[config.mk]
export PLATFORM = sky130hd
export DESIGN_NAME = char_fetch_sequencer
export DESIGN_NICKNAME = d
export VERILOG_FILES = /design/src/rtl/char_fetch_sequencer.sv
export SDC_FILE = /design/constraint.sdc
export NUM_CORES = 1
export LEC_CHECK = 0
export CAP_MARGIN = 5
export CORE_MARGIN = 3
export CORE_UTILIZATION = 40
export DETAILED_ROUTE_END_ITERATION = 8
export GPL_TIMING_DRIVEN = 0
export PLACE_DENSITY_LB_ADDON = 0.08
export SKIP_CTS_REPAIR_TIMING = 1
export SYNTH_ARGS = -nofsm -noshare
export SYNTH_HDL_FRONTEND = slang
export SYNTH_SLANG_ARGS = --single-unit
export TNS_END_PERCENT = 100
[constraint.sdc]
create_clock -name Pixelclock -period 9.9 [get_ports Pixelclock]
set_input_delay 2.97 -clock Pixelclock [delete_from_list [all_inputs] [get_ports Pixelclock]]
set_output_delay 2.97 -clock Pixelclock [all_outputs]
set_load 0.02 [all_outputs]
[src/rtl/char_fetch_sequencer.sv]
// Text-mode fetch sequencer: reads one character code per 8-pixel cell from the
// text buffer and shares that single buffer port with host writes.
module char_fetch_sequencer #(
    parameter int COLS     = 80,
    parameter int ROWS     = 30,
    parameter int CHAR_H   = 16,
    parameter int H_ACTIVE = 640,
    parameter int V_ACTIVE = 480,
    parameter int V_TOTAL  = 525,
    parameter int LEAD_X   = 792,
    parameter int DATA_W   = 8
) (
    input  logic              Pixelclock,
    input  logic              Reset,
    input  logic [9:0]        pix_x,
    input  logic [9:0]        pix_y,
    input  logic              active,
    input  logic              host_req,
    input  logic [11:0]       host_addr,
    input  logic [DATA_W-1:0] host_char,
    output logic              host_ready,
    output logic [11:0]       tb_addr,
    output logic              tb_we,
    output logic [DATA_W-1:0] tb_wdata,
    input  logic [DATA_W-1:0] tb_rdata,
    output logic [DATA_W-1:0] character,
    output logic [3:0]        glyph_row,
    output logic [2:0]        glyph_col,
    output logic              char_valid
);

    localparam int                ROW_SH = $clog2(CHAR_H);
    localparam logic [11:0]       CELLS  = 12'(COLS * ROWS);
    localparam logic [DATA_W-1:0] SPACE  = DATA_W'(32'h20);

    typedef enum logic [1:0] {
        S_BLANK  = 2'd0,
        S_LEAD   = 2'd1,
        S_ACTIVE = 2'd2
    } state_t;

    state_t            state;
    state_t            state_nxt;
    logic [9:0]        y_next;
    logic [6:0]        cell_col;
    logic              lead_fetch;
    logic              cell_fetch;
    logic              fetch_slot;
    logic [11:0]       fetch_addr;
    logic              host_in_range;
    logic [11:0]       addr_q;
    logic [DATA_W-1:0] wdata_q;
    logic              cell_fetch_p1;
    logic              primed;
    logic              lead_capture;
    logic              capture;
    logic [DATA_W-1:0] next_char;

    function automatic logic [11:0] row_base(input logic [9:0] y);
        logic [9:0] row;
        row = y >> ROW_SH;
        return 12'(row) * 12'(COLS);
    endfunction

    // Fetch slot decode: lead fetch in h-blank, then one read per cell ahead of display
    always_comb begin
        y_next        = (pix_y == 10'(V_TOTAL - 1)) ? 10'd0 : pix_y + 10'd1;
        cell_col      = pix_x[9:3];
        lead_fetch    = (pix_x == 10'(LEAD_X)) && (y_next < 10'(V_ACTIVE));
        cell_fetch    = active && (pix_x < 10'(H_ACTIVE)) && (pix_x[2:0] == 3'd0)
                        && (({1'b0, cell_col} + 8'd1) < 8'(COLS));
        fetch_slot    = lead_fetch | cell_fetch;
        fetch_addr    = lead_fetch ? row_base(y_next)
                                   : row_base(pix_y) + 12'(cell_col) + 12'd1;
        host_in_range = host_addr < CELLS;
    end

    // Buffer port arbitration: display fetch has fixed priority over the host
    always_comb begin
        host_ready = 1'b0;
        tb_we      = 1'b0;
        tb_addr    = addr_q;
        tb_wdata   = wdata_q;
        if (Reset) begin
            tb_addr  = '0;
            tb_wdata = '0;
        end else if (fetch_slot) begin
            tb_addr = fetch_addr;
        end else if (host_req) begin
            host_ready = 1'b1;
            tb_addr    = host_addr;
            tb_wdata   = host_char;
            tb_we      = host_in_range;
        end
    end

    always_ff @(posedge Pixelclock) begin
        if (Reset) state <= S_BLANK;
        else       state <= state_nxt;
    end

    always_comb begin
        state_nxt = state;
        case (state)
            S_BLANK:  if (lead_fetch) state_nxt = S_LEAD;
                      else if (active) state_nxt = S_ACTIVE;
            S_LEAD:   state_nxt = active ? S_ACTIVE : S_BLANK;
            S_ACTIVE: if (!active) state_nxt = S_BLANK;
            default:  state_nxt = S_BLANK;
        endcase
    end

    // Cell reads are only trusted once a lead fetch has re-synchronised the line
    always_comb begin
        lead_capture = (state == S_LEAD);
        capture      = lead_capture | ((state == S_ACTIVE) & cell_fetch_p1 & primed);
    end

    // Stage p1: read data capture and registered display outputs
    always_ff @(posedge Pixelclock) begin
        if (Reset) begin
            cell_fetch_p1 <= 1'b0;
            primed        <= 1'b0;
            next_char     <= SPACE;
            addr_q        <= '0;
            wdata_q       <= '0;
            character     <= '0;
            glyph_row     <= '0;
            glyph_col     <= '0;
            char_valid    <= 1'b0;
        end else begin
            cell_fetch_p1 <= cell_fetch;
            addr_q        <= tb_addr;
            wdata_q       <= tb_wdata;
            if (lead_capture) primed <= 1'b1;
            if (capture) next_char <= tb_rdata;
            glyph_col  <= pix_x[2:0];
            glyph_row  <= pix_y[3:0] & 4'(CHAR_H - 1);
            char_valid <= active;
            if (active && (pix_x[2:0] == 3'd0)) character <= next_char;
        end
    end

endmodule

### After elaboration in Yosys (flattened, before gate mapping)

Cells that the tools add are included.

* output and inout bits: 38
* flip-flop bits (word level): 48

* $mul: 2
* bitwise operators: 4
* equal/unequal tests: 6
* order comparisons: 4
* reduce and logical (&&, ||, !) cells: 8
* $add $sub $neg: 4
* mux-type cells: 19

Operators by type and width (number)
* $mux 12: 4
* $mux 8: 3
* $eq 10x10->1 const B: 2
* $mul 6x3->8 const B: 2
* $add 12x1->12 const B: 1
* $add 12x7->12: 1
* $lt 12x12->1 const B: 1
* $add 10x1->10 const B: 1
* $lt 10x10->1 const B: 1
* $lt 10x9->1 const B: 1
* $mux 10: 1
* $add 7x1->8 const B: 1
* $lt 8x7->1 const B: 1
* $mux 2: 4
* $mux 1: 6
* $pmux 2 s3: 1
* $logic_and 1x1->1: 5
* $logic_not 3->1: 1
* $ne 3x3->1 const B: 1
* $and 1x1->1: 2
* $eq 2x1->1 const B: 1
* $eq 2x2->1 const B: 1
* $logic_not 2->1: 1
* $ne 2x2->1 const B: 1
* other kinds (2): 3

### Longest topological paths before layout

Gate-level depths: netlist of run 1.

* depth after elaboration: 7
* gate-level depth with buffers: 13
* gate-level depth less buffers: 13

### Worst setup path after synthesis of run 1

OpenSTA, ideal clock, no wires.

* kind: input port to output port
* start: input pix_y[0]
* end: output tb_addr[11]
* setup slack: 1.575 ns
* cell stages on the path: 13
* arrival: 5.355 ns
* cell sequence: nand4_1 -> nor2_1 -> nand2_1 -> xnor2_1 -> ha_1 -> ha_1 -> inv_1 -> fa_1 -> nor2b_1 -> o21ai_0 -> nand2b_1 -> mux2i_1 -> nor4_1

* longest elaborated chain between the ends: 7
* elaborated cells on any way between the ends: 10

Ends and longest elaborated chain
* start: declaration: line 16 `input logic [9:0] pix_y,`
* $add 10x1->10 / $eq 10x10->1 (equally long branches): line 67 `y_next = (pix_y == 10'(V_TOTAL - 1)) ? 10'd0 : pix_y + 10'd1;`
* $mux 10 *: line 67
* branches (longest 3 deep; another with $mul 6x3->8)
* $mux 12 *: line 87 `end else if (fetch_slot) begin`
* $mux 12 *: line 84 `if (Reset) begin`
* end: declaration: line 22 `output logic [11:0] tb_addr,`

Mark *: on every way between the ends.

### Final worst setup path of run 1

* start: input pix_y[0]
* end: output tb_addr[10]

Same word-level chain as after synthesis.

==> results of run 1 <==
cell families after synthesis:
kind of cell / count (synthesis) / synth area share (%)
DFF: 48 / 33.6
buffers and inverters: 28 / 3.98
xor gates and xnor gates: 16 / 4.90
muxes: 27 / 9.49
adders and majority gates: 22 / 10.1
AOI/OAI and AO/OA: 68 / 17.0
and+or+nand+nor: 120 / 20.9
sequential cells by signal (all words and copies together), names as in the netlist:
| register | cells |
|---|---|
| addr_q | 12 |
| cell_fetch_p1 | 1 |
| char_valid | 1 |
| character | 8 |
| glyph_col | 3 |
| glyph_row | 4 |
| next_char | 8 |
| primed | 1 |
| state | 2 |
| wdata_q | 8 |
worst max-delay path by stage:
stage                   from          end  slack (ns)  cells past startpoint
floorplan           pix_y[0]  tb_addr[11]        1.58                     13
global placement    pix_y[4]  tb_addr[11]        0.53                     15
detailed placement  pix_y[4]  tb_addr[11]        0.51                     15
CTS                 pix_y[4]  tb_addr[11]        0.50                     15
global route        pix_y[5]  tb_addr[10]        0.22                     13
finish              pix_y[0]  tb_addr[10]        0.51                     13
worst max-delay path, cell delays in order:
cell and delay (ns):
clkdlybuf4s50_1 0.51, nand4_1 0.19, nor2_1 0.26, nand3_1 0.13, xnor2_1 0.23, ha_1 0.29, ha_1 0.30, a21o_1 0.18
a21oi_1 0.17, xnor2_1 0.16, o22ai_1 0.16, a211oi_1 0.23, clkdlybuf4s50_1 0.64
layout make-up:
cell class	count	area [um^2]	share of cell area (%)
buffer	14	61.3	1.54
clock buffer	5	68.8	1.72
clock inverter	3	68.8	1.72
inverter	14	52.6	1.32
multi-input combinational	253	1790	44.8
sequential	48	961	24.1
tap	96	120	3.01
timing repair buffer	87	871	21.8
metal layers:
metal | part of all wire, % | wire length, um
met5 | 0 | 0
met4 | 0.74 | 57
met3 | 5.8 | 446
met1 | 45 | 3480
met2 | 48 | 3750
stage by stage:
| step | instance area (um^2) | hold slack, ns | instances |
|---|---|---|---|
| 5_1_grt | 3990 | 0.481 | 520 |
| 6_report | 3990 | 0.457 | 520 |
| 2_1_floorplan | 2860 | 0.425 | 329 |
| 3_3_place_gp | 3850 | 0.436 | 512 |
| 4_1_cts | 3990 | 0.463 | 520 |
| 3_5_place_dp | 3850 | 0.449 | 512 |
cells in the final DEF, fill, tap and decap left out, drive strengths merged, types with 3 or more instances in the layout:
cell type,netlist,final
a211oi,13,13
nor3,8,8
xnor2,11,11
nor4b,3,3
nand3,7,7
nor4,5,5
o21ai,8,8
mux2i,26,26
nor2,43,43
nor2b,11,11
a21oi,23,23
a2111oi,5,5
xor2,5,5
ha,20,20
nand2b,5,5
inv,14,15
nand2,26,26
a211o,4,4
buf,5,5
a21o,3,3
dfxtp,48,48
nand4,4,4
clkdlybuf4s50,0,87
clkbuf,9,14
power groups by stage:
| stage | Clock [mW] | Combinational [mW] | Sequential (mW) |
|---|---|---|---|
| 2_1_floorplan | 0 | 0.0709 | 0.209 |
| 3_3_place_gp | 0 | 0.127 | 0.207 |
| 3_5_place_dp | 0 | 0.129 | 0.207 |
| 4_1_cts | 0.178 | 0.130 | 0.203 |
| 5_1_grt | 0.186 | 0.142 | 0.203 |
| 6_report | 0.172 | 0.129 | 0.202 |
==> metrics.md, run 1 <==
| Metric | Value |
|---|---|
| Reg2reg path depth | 4 |
| Critical R2R Launch | state[0] |
| Final Util | 58.1% |
| Switching share of total power | 27.5% |
| Clk sinks | 48 |
| WP data arrival | 6.42 ns |
| Pre-CTS setup slack | 0.512 ns |
| Ant. Diodes | 0 |
| Post-DRT Antenna Nets | 0 |
| First-pass GRT wire length | 12.6 mm |
| Hold Crit Depth | 2 |
| Die height | 90.6 um |
| GRT met1 Usage | 24.8% |
| Fillers | 659 |
| Final RePlAce weighted congestion | 0.817 |
| I/O Buffers | 87 |
| Status | finished clean |
| Synth warnings | 0 |
| Post-synth EDFFs | 0 |
| Setup_tns | 0 ns |
| Top FF cell, synth | dfxtp_1 |
| Clk pin slew, worst setup/hold paths | 0.10 ns |
| Routed via count | 2662 |
| Clock latency on the worst-skew pair | 0.31 ns |
| Grt total ovfl | 0 |
| GR Layer Usage met3 | 5.00% |
| Final WL | 7.74 mm |
| Num CTS Buffers | 5 |
| Seq/Total Area, Yosys | 33.6% |
| Reg2reg setup slack | 8.19 ns |
| FF+latch count, synth | 48 |
| Synth cell count leaders | 48 x dfxtp_1, 42 x nor2_1, 26 x mux2i_1, 26 x nand2_1, 23 x a21oi_1 |
| Root Buffer | clkbuf_8 |
| Slew HR | 33.0% |
| Share of the synthesized area in the top cell type | 33.6% |
| Std-Cell Rows | 30 |
| Hold EP | character[5] |
| Final setup viols | 0 |
| Slew Limit Fails | 0 |
| Clock share of power | 34.2% |
| Worst setup EP type | output port |
| DIE AREA | 8200 um^2 |
| Min-delay src | next_char[5] |
| Pwr Density | 126 nW/um^2 |
| Largest cells by area after synthesis | dfxtp_1 34%, mux2i_1 9.1%, ha_1 8.7%, nor2_1 5.5%, a21oi_1 4.0% |
| CTS tree | yes |
| Ys async rst share | 0% |
| Post-route minimum period | 9.39 ns |
| Mapped Area | 2860 um^2 |
| Leak | 1.53 nW |
| DRC Markers | 0 |
| Pwr Total | 0.504 mW |
| Drt initial violations | 96 |
| Post-Syn Instances | 329 |
| Chip Width | 90.6 um |
| Met2 Use GR | 31.5% |
| HP Class | reg -> reg |
| Avg Cell Area, Syn | 8.70 um^2 |
| Top-count cell post-synth | dfxtp_1 |
| Combinational Power Share | 25.6% |
| Layer with the highest usage | met2 |
| Worst VDD drop | 0.0690 mV |
| Flop pwr share | 40.2% |
| Io pins | 90 |
| Post-route setup slack | 0.511 ns |
| RSZ-0062 raised after global routing | false |
| Vias in the first global route | 2623 |
| Initial Util | 41.7% |
| Sw Pwr | 0.139 mW |
| Crit start category | primary input |
| Fraction of final layout cells sized beyond drive strength 1 | 4.25% |
| Synth unique cells | 50 |
| Tot GR Track Use | 19.1% |
| Syn Nets | 403 |
| CP Class | in -> out |
| HPWL after DPL | 6.06 mm |
| Worst R2R End | next_char[6] |
| Avg WL per Cell | 14.9 um |
| Worst Skew | 0.00886 ns |
| Required time worst endpoint | 6.93 ns |
| Max clock buf depth | 2 |
| Syn-to-layout area delta | 39.4% |
| Nets@finish | 497 |
| Post-DR vias/cell | 5.12 |
| Post-synth top area cell | dfxtp_1 |
| Internal | 0.365 mW |
| Critical Path Fanout Max | 4 |
| Final worst-path cycle share | 94.8% |
| Max cap viols | 0 |
| Drt first pass iters | 5 |
| Largest net degree at the start of global routing | 17 |
| Antenna violations before repair | 0 |
| Core box area | 6870 um^2 |
| Slew of the pin with the lowest slew margin | 0.998 ns |
| Final Hold Viols | 0 |
| H-tree depth | 2 |
| F_max | 107 MHz |
Note: power is estimated with default switching activity, not from simulation.
==> run 2, diff against run 1 <==
--- a/config.mk
+++ b/config.mk
@@ -7,9 +7,10 @@
 export LEC_CHECK = 0
 export CAP_MARGIN = 5
 export CORE_MARGIN = 3
-export CORE_UTILIZATION = 40
+export CORE_UTILIZATION = 28
 export DETAILED_ROUTE_END_ITERATION = 8
 export GPL_TIMING_DRIVEN = 0
+export MAX_ROUTING_LAYER = met4
 export PLACE_DENSITY_LB_ADDON = 0.08
 export SKIP_CTS_REPAIR_TIMING = 1
 export SYNTH_ARGS = -nofsm -noshare
==> metrics.md, run 2 (synthesized netlist as in run 1, its figures left out) <==
| Metric | Value |
|---|---|
| Post-DR vias/cell | 4.80 (-6.3%) |
| Worst R2R End | next_char[5] |
| Slew of the pin with the lowest slew margin | 1.08 ns (+0.0845 ns) |
| Fillers | 1035 (+57%) |
| Nets@finish | 497 (unchanged) |
| Clock latency on the worst-skew pair | 0.30 ns (about the same) |
| Finished Layout Cells | 556 (+6.9%) |
| Placed Cells | 549 (+7.2%) |
| Slowest-stage cell, CP | a2111oi_0 |
| CP Cell Sequence | clkdlybuf4s50_1, ha_1, ha_1, inv_1, fa_1, nand2b_1, nor2_1, nor2_1, a2111oi_0, a221o_1, a21oi_1, clkdlybuf4s50_1 |
| Clk pin slew, worst setup/hold paths | 0.08 ns (-0.02 ns) |
| Worst setup EP type | output port |
| Reg2reg path depth | 4 (unchanged) |
| Routed via count | 2667 (+0.19%) |
| Antenna violations before repair | 0 (unchanged) |
| Die height | 107 um (+18%) |
| Slew HR | 27.3% (-5.7 points) |
| H-tree depth | 2 (unchanged) |
| Vias in the first global route | 2622 (-0.038%) |
| Post-route minimum period | 9.57 ns (+0.182 ns) |
| Required time worst endpoint | 6.93 ns (about the same) |
| Final Hold Viols | 0 (unchanged) |
| HPWL after DPL | 6.74 mm (+11%) |
| Storage element area | 961 um^2 (unchanged) |
| Initial Util | 29.0% (-13 points) |
| Top reg by flops | addr_q |
| Most frequent cells in the layout | 87 x clkdlybuf4s50_1, 48 x dfxtp_1, 42 x nor2_1 |
| Slew Limit Fails | 0 (unchanged) |
| Pwr Density | 112 nW/um^2 (-11%) |
| Max cap viols | 0 (unchanged) |
| Cell family with most CP delay | buffers and inverters |
| Max incr delay on CP | 0.66 ns (+0.02 ns) |
| Worst Skew | 0.00336 ns (-0.00550 ns) |
| Grt total ovfl | 0 (unchanged) |
| Max reg flops | 12 (unchanged) |
| Ant. Diodes | 0 (unchanged) |
| Root Buffer | clkbuf_8 |
| Critical R2R Launch | state[0] |
| Drt first pass iters | 4 (-1) |
| RSZ-0062 raised after global routing | false |
| Status | finished clean |
| Hold Crit Depth | 2 (unchanged) |
| Setup_tns | 0 ns (unchanged) |
| DRC Markers | 0 (unchanged) |
| Worst VDD drop | 0.0445 mV (-35%) |
| WP data arrival | 6.60 ns (+0.18 ns) |
| Avg WL per Cell | 15.2 um (+2.1%) |
| Clk sinks | 48 (unchanged) |
| Chip Width | 107 um (+18%) |
| Leak | 1.51 nW (-1.8%) |
| Min-delay src | next_char[5] |
| First-pass GRT wire length | 13.4 mm (+5.7%) |
| Worst Path Buf+Inv | 3 (+1) |
| Final RePlAce weighted congestion | 0.748 (-8.4%) |
| Largest net degree at the start of global routing | 14 (-3) |
| Reg2reg setup slack | 8.13 ns (-0.06 ns) |
| Final setup viols | 0 (unchanged) |
| Fraction of final layout cells sized beyond drive strength 1 | 3.78% (-0.46 points) |
| I/O Buffers | 87 (unchanged) |
| Num CTS Buffers | 5 (unchanged) |
| Final WL | 8.45 mm (+9.2%) |
| CP Class | in -> out |
| Multi-input combinational cell area | 1790 um^2 (unchanged) |
| Commonest non-fill, non-tap cell in the layout | clkdlybuf4s50_1 |
| Drt initial violations | 95 (-1.0%) |
| Crit start category | primary input |
| Hold EP | character[5] |
| Final worst-path cycle share | 96.7% (+1.8 points) |
| Syn-to-layout area delta | 39.0% |
| Post-DRT Antenna Nets | 0 (unchanged) |
| Critical Path Fanout Max | 6 (+2) |
| HP Class | reg -> reg |
| Max clock buf depth | 2 (unchanged) |
| Tot GR Track Use | 15.2% (-3.9 points) |
| DIE AREA | 11500 um^2 (+40%) |
| Std-Cell Rows | 36 (+20%) |
| CTS tree | yes |
| F_max | 104 MHz (-1.9%) |
| Io pins | 90 (unchanged) |
| Core box area | 9860 um^2 (+44%) |
==> run 2: changes by cell type in the layout (fill, tap and decap cells not counted) <==
cell	change
bufinv_16	-2
clkbuf_1	+1
clkinv_2	+1
inv_6	-1
==> run 2: power by group <==
| part | leakage [nW] | switching [mW] | internal [mW] |
|---|---|---|---|
| logic | 1.07 | 0.0669 | 0.0630 |
| clock network | 0.0410 | 0.0656 | 0.0482 |
| registers | 0.393 | 0.00196 | 0.200 |
==> run 2: area by class of cell <==
cell class	instances	area share [%]
sequential	48	24.2
timing repair buffer	87	21.9
multi-input combinational	253	44.9
clock buffer	6	1.83
buffer	14	1.54
tap	133	4.19
clock inverter	1	0.126
inverter	14	1.32
==> run 2: how the worst max path moves through the flow <==
stage	startpoint	endpoint	slack [ns]	depth (start not counted)
final	pix_y[7]	tb_addr[9]	0.33	12
after global routing	pix_y[3]	tb_addr[11]	0.16	15
after CTS	pix_y[7]	tb_addr[9]	0.40	12
after detailed placement	pix_y[7]	tb_addr[9]	0.42	12
after floorplan	pix_y[0]	tb_addr[11]	1.58	13
after global placement	pix_y[4]	tb_addr[11]	0.46	15
==> run 2: worst min-delay path: stages (launching register included) <==
cell	delay, ns
dfxtp_1	0.32
nand2_1	0.05
a21oi_1	0.05
==> run 2: layer usage <==
| metal | vias up | GRT usage, % | wire length [um] |
|---|---|---|---|
| li1 | 1364 | - | - |
| met4 | 0 | 3.56 | 76 |
| met2 | 68 | 24.4 | 3880 |
| met3 | 5 | 2.11 | 368 |
| met1 | 1230 | 20.4 | 4130 |
| met5 | - | - | 0 |
==> run 2: metrics by stage <==
stage / instance area [um^2] / setup WS, ns / util (%) / total power [mW] / hold slack (ns)
final: 3980 / 0.329 / 40.3 / 0.446 / 0.457
after global routing: 3980 / 0.165 / 40.3 / 0.473 / 0.477
after CTS: 3980 / 0.405 / 40.3 / 0.452 / 0.456
after detailed placement: 3900 / 0.417 / 39.5 / 0.338 / 0.443
after global placement: 3900 / 0.459 / 39.5 / 0.337 / 0.436
after floorplan: 2860 / 1.58 / - / 0.280 / 0.425
